--- config.mk ---
export PLATFORM = sky130hd
export DESIGN_NAME = audio_sample_feeder
export DESIGN_NICKNAME = d
export VERILOG_FILES = /design/src/rtl/audio_sample_feeder.sv
export SDC_FILE = /design/constraint.sdc
export NUM_CORES = 1
export LEC_CHECK = 0
export ABC_AREA = 1
export ABC_CLOCK_PERIOD_IN_PS = 5500
export BUFFER_PORTS_ARGS = -buffer_cell sky130_fd_sc_hd__buf_2
export CAP_MARGIN = 20
export CORE_ASPECT_RATIO = 0.8
export CORE_MARGIN = 10
export CORE_UTILIZATION = 38
export CTS_CLUSTER_SIZE = 25
export DETAILED_ROUTE_END_ITERATION = 12
export GPL_TIMING_DRIVEN = 0
export HOLD_SLACK_MARGIN = 0.12
export PLACE_DENSITY_LB_ADDON = 0.2
export SLEW_MARGIN = 25
export SYNTH_ARGS = -nofsm -noshare
export SYNTH_HDL_FRONTEND = slang
export SYNTH_SLANG_ARGS = --single-unit
--- constraint.sdc ---
create_clock -name clk -period 5.5 [get_ports clk]
set_clock_uncertainty 0.1 [all_clocks]
set_input_delay 0.275 -clock clk [delete_from_list [all_inputs] [get_ports clk]]
set_output_delay 0.275 -clock clk [all_outputs]
set_load 0.005 [all_outputs]
--- src/rtl/audio_sample_feeder.sv ---
// audio_sample_feeder: stereo sample FIFO and flow controller feeding an I2S DAC transmitter.
module audio_sample_feeder #(
  parameter int DATA_BITS     = 16,
  parameter int DEPTH_LOG2    = 4,
  parameter int PREFILL_LEVEL = 8
) (
  input  logic                  clk,
  input  logic                  rst_n,
  input  logic                  enable_i,
  input  logic                  flush_i,
  input  logic                  wr_valid_i,
  output logic                  wr_ready_o,
  input  logic [DATA_BITS-1:0]  wr_data_L_i,
  input  logic [DATA_BITS-1:0]  wr_data_R_i,
  output logic [DATA_BITS-1:0]  i2s_sample_L_o,
  output logic [DATA_BITS-1:0]  i2s_sample_R_o,
  output logic                  i2s_send_o,
  input  logic                  i2s_done_i,
  input  logic                  i2s_lrck_i,
  output logic [DEPTH_LOG2:0]   level_o,
  output logic [7:0]            underrun_cnt_o
);
  localparam logic [DEPTH_LOG2:0] FULL    = (DEPTH_LOG2+1)'(2**DEPTH_LOG2);
  localparam logic [DEPTH_LOG2:0] PREFILL = (DEPTH_LOG2+1)'(PREFILL_LEVEL);
  typedef enum logic {FILL, STREAM} state_t;
  state_t state;
  logic [DATA_BITS-1:0] mem_l [2**DEPTH_LOG2];
  logic [DATA_BITS-1:0] mem_r [2**DEPTH_LOG2];
  logic [DEPTH_LOG2-1:0] wr_ptr, rd_ptr;
  logic [DEPTH_LOG2:0] level_next;
  logic lrck_q, send_q, push, pop, frame_end, idle_end;
  assign wr_ready_o = level_o != FULL;
  assign push = wr_valid_i && wr_ready_o;
  // LRCK falling one cycle late tells us the transmitter hit its frame-end latch edge
  assign frame_end = lrck_q && !i2s_lrck_i;
  assign idle_end = frame_end && !send_q;
  assign pop = ((i2s_done_i && i2s_send_o) || (frame_end && send_q)) && level_o != '0;
  assign level_next = flush_i ? '0 : level_o + (DEPTH_LOG2+1)'(push) - (DEPTH_LOG2+1)'(pop);
  assign i2s_sample_L_o = level_o == '0 ? '0 : mem_l[rd_ptr];
  assign i2s_sample_R_o = level_o == '0 ? '0 : mem_r[rd_ptr];
  always_ff @(posedge clk) begin
    if (push && !flush_i) begin
      mem_l[wr_ptr] <= wr_data_L_i;
      mem_r[wr_ptr] <= wr_data_R_i;
    end
  end
  always_ff @(posedge clk or negedge rst_n) begin
    if (!rst_n) begin
      state          <= FILL;
      wr_ptr         <= '0;
      rd_ptr         <= '0;
      level_o        <= '0;
      i2s_send_o     <= 1'b0;
      underrun_cnt_o <= '0;
      lrck_q         <= 1'b0;
      send_q         <= 1'b0;
    end else begin
      lrck_q  <= i2s_lrck_i;
      send_q  <= i2s_send_o;
      level_o <= level_next;
      if (flush_i) begin
        wr_ptr     <= '0;
        rd_ptr     <= '0;
        state      <= FILL;
        i2s_send_o <= 1'b0;
      end else begin
        if (push) wr_ptr <= wr_ptr + 1'b1;
        if (pop) rd_ptr <= rd_ptr + 1'b1;
        if (state == FILL) begin
          i2s_send_o <= 1'b0;
          if (enable_i && level_o >= PREFILL) state <= STREAM;
        end else if (!enable_i || idle_end) begin
          state      <= FILL;
          i2s_send_o <= 1'b0;
          if (enable_i && idle_end && underrun_cnt_o != 8'hff) underrun_cnt_o <= underrun_cnt_o + 8'd1;
        end else begin
          i2s_send_o <= level_next != '0;
        end
      end
    end
  end
endmodule

==> flow_summary.ini <==
[clock_network]
numCtsBuffers = 55
clk_path_buf_depth = 3
cts_sinks = 537
clk_pin_slew_ns = 0.06
clk_latency_ns = 0.60
cts_root_buffer = clkbuf_16
cts_max_level = 2
ctsResizeCount = 0
cts_setup_buffers = 0
cts_tree = done

[pwr]
finalPower_w = 0.00930
p_leak_nw = 10.3
ir_drop_mv = 0.239
p_per_area_nw_per_um2 = 356

[cells_and_area]
fin_util_pct = 45.8
drive_gt1_share_pct = 12.9
regArea_um2 = 16000
final_cell_count_no_fill = 2956
syn2layout_area_growth_pct = 19.0
multiInputGateArea_um2 = 5460
nets = 2205
diodes = 0
fillCellCount = 5305

[grt]
antenna_found_initial = 0
grt_pass1_vias = 14500
track_usage_pct = 17.8
grt_first_pass_wirelength_mm = 91.0
overflow = 0
grt_max_degree = 26

[sta]
relSlewSlack_pct = 38.5
final_hold_viol_count = 0
maxSlewViolCount = 0
finalWorstPathRequiredPeriod_ns = 3.48
rsz0062_at_grt = no
timing.final.ws_setup_ns = 2.02
period_share_pct = 63.3
hold_slack_ns = 0.240
tightest_slew_ns = 0.923
setup_viol = 0
max_freq_mhz = 287

[route]
routed_wirelength_mm = 61.0
post-route-drc-count = 0
ant_nets = 0
drt_iter0_drc = 1360
detail_route.wl_per_cell_um = 20.6
via_per_inst = 4.94
vias = 14600
first_pass_iters = 5

[placed_design]
port_buffers = 85
gp_congestion = 0.796
dp_hpwl_mm = 40.6
dp_slack_ns = 2.04
placedCellCount = 2814

[critical_path]
path_class = reg -> reg
critPathMaxFanout = 6
end_kind = flip-flop
arrival_ns = 3.88
critical_path_required_ns = 5.90
critPathLaunchType = flip-flop

[die]
die_w_um = 289
io_pins = 86
die_h_um = 235
core_um2 = 57000
start_util_pct = 38.5
dieArea_um2 = 67900
rows = 78

[synth]
syn_area_per_cell_um2 = 11.3
synthesis.nets = 1989
yosys_warnings = 0
ys_seq_elements = 537
synth_top_area_share_pct = 70.0
synth_cell_type_count = 24
syn_area_um2 = 22000
synthCells = 1935
synth_area_leaders = edfxtp_1 70%, nand2_1 14%, nand3_1 4.0%, dfrtp_1 2.8%, a21oi_1 2.3%
ys_seq_area_share_pct = 72.9
yosysTopAreaCell = edfxtp_1

[job]
drv_cap = 0

[hold_path]
hp-class = in -> reg

[status]
status = finished, final reports clean
-- sequential cells by signal, summed over array words and instances (netlist names) --
name / flops
mem_r: 256
i2s_send_o: 1
state: 1
underrun_cnt_o: 8
mem_l: 256
send_q: 1
rd_ptr: 4
wr_ptr: 4
lrck_q: 1
level_o: 5
-- per-stage QoR --
stage / cell area, um^2 / TNS (ns)
6_report: 26100 / 0
5_1_grt: 26100 / 0
4_1_cts: 26100 / 0
3_5_place_dp: 24000 / 0
3_3_place_gp: 23300 / -115.42
2_1_floorplan: 22000 / 0
-- power breakdown --
part	total [W]	internal, W	switching [W]
clock network	0.00367	0.00212	0.00155
registers	0.00461	0.00457	0.0000410
logic	0.00102	0.000331	0.000692
-- area by class of cell --
cell class	count	area share, %
plain buffers	101	1.85
inverters	34	0.489
well taps	760	3.64
repair buffers	159	5.18
clock inverters	34	1.09
multi-input cells	1263	20.9
flip-flops and latches	537	61.2
clock buffers	68	5.62
-- worst max-delay path, cell delays in order, from the launching register on --
cell,delay [ns]
dfrtp_1,0.44
nor2_1,0.24
nand3_1,0.54
nand2_1,0.32
inv_1,0.16
ha_1,0.30
inv_1,0.06
ha_1,0.15
inv_1,0.05
fa_1,0.51
nor2_1,0.06
nor2_1,0.10
nand2_1,0.06
inv_1,0.05
nand2_1,0.05
nor2_1,0.11
nor2_1,0.05
-- path summary, 6_finish.rpt --
kind                            start         end  slack, ns  cells past startpoint
setup / recovery           level_o[1]  i2s_send_o       2.02                     16
hold / removal             i2s_lrck_i      lrck_q       0.24                      2
setup reg to reg           level_o[1]  i2s_send_o       2.02                     16
hold reg to reg            i2s_send_o      send_q       0.30                      0
max in group asynchronous       rst_n   rd_ptr[1]       4.54                      4
min in group asynchronous       rst_n  level_o[2]       0.59                      4
-- kinds of logic after synthesis --
logic type | count (synthesis) | synth area share [%]
AOI/OAI and AO/OA | 113 | 2.59
xor gates and xnor gates | 6 | 0.239
adders and majority gates | 15 | 0.889
buffers and inverters | 135 | 2.79
DFF | 537 | 72.9
and+or+nand+nor | 1129 | 20.6
-- what timing repair did --
action	CTS	global route
endpoints found under the hold margin	556	0
hold buffers	40	0
setup endpoints to repair	0	0
-- cells in the mapped netlist, drive strengths merged --
cell / instances
xnor2: 3
a31oi: 1
inv: 34
nand4: 2
dfrtp: 25
nand3: 177
ha: 14
fa: 1
edfxtp: 512
nand2: 818
xor2: 3
nor2: 92
buf: 77
clkbuf: 24
nand3b: 2
o31ai: 1
nor3: 38
o21ai: 12
a21oi: 99
-- cell usage in the layout (no fill, tap or decap) --
cell type | Yosys | routed
clkbuf_1 | 24 | 35
o31ai_1 | 1 | 1
xor2_1 | 3 | 3
buf_16 | 0 | 10
buf_4 | 8 | 25
buf_12 | 0 | 5
inv_1 | 31 | 31
nor3_2 | 0 | 4
nor2_1 | 91 | 79
clkinv_1 | 0 | 16
nor3_1 | 38 | 34
clkinv_2 | 0 | 10
nor2_4 | 1 | 13
clkbuf_16 | 0 | 57
nand3b_1 | 2 | 2
dfrtp_1 | 25 | 25
nand3_1 | 177 | 177
fa_1 | 1 | 1
a31oi_1 | 1 | 1
dlygate4sd3_1 | 0 | 39
buf_2 | 60 | 145
nand2_1 | 817 | 817
bufinv_16 | 0 | 5
buf_1 | 9 | 9
a21oi_1 | 99 | 99
ha_1 | 14 | 14
inv_2 | 3 | 3
buf_6 | 0 | 3
inv_6 | 0 | 2
nand2_2 | 1 | 1
clkinvlp_4 | 0 | 1
nand4_1 | 2 | 2
xnor2_1 | 3 | 3
edfxtp_1 | 512 | 512
o21ai_0 | 12 | 12
-- per-layer routing --
metal	track usage (%)	part of all wire (%)	wire length, um	vias up
met5	0	0	0	-
met4	5.10	2.4	1450	0
met3	2.43	6.1	3690	93
met2	28.1	46	28100	469
met1	25.1	46	27800	7008
li1	-	-	-	7047
Power figures use the tool's default switching activity.
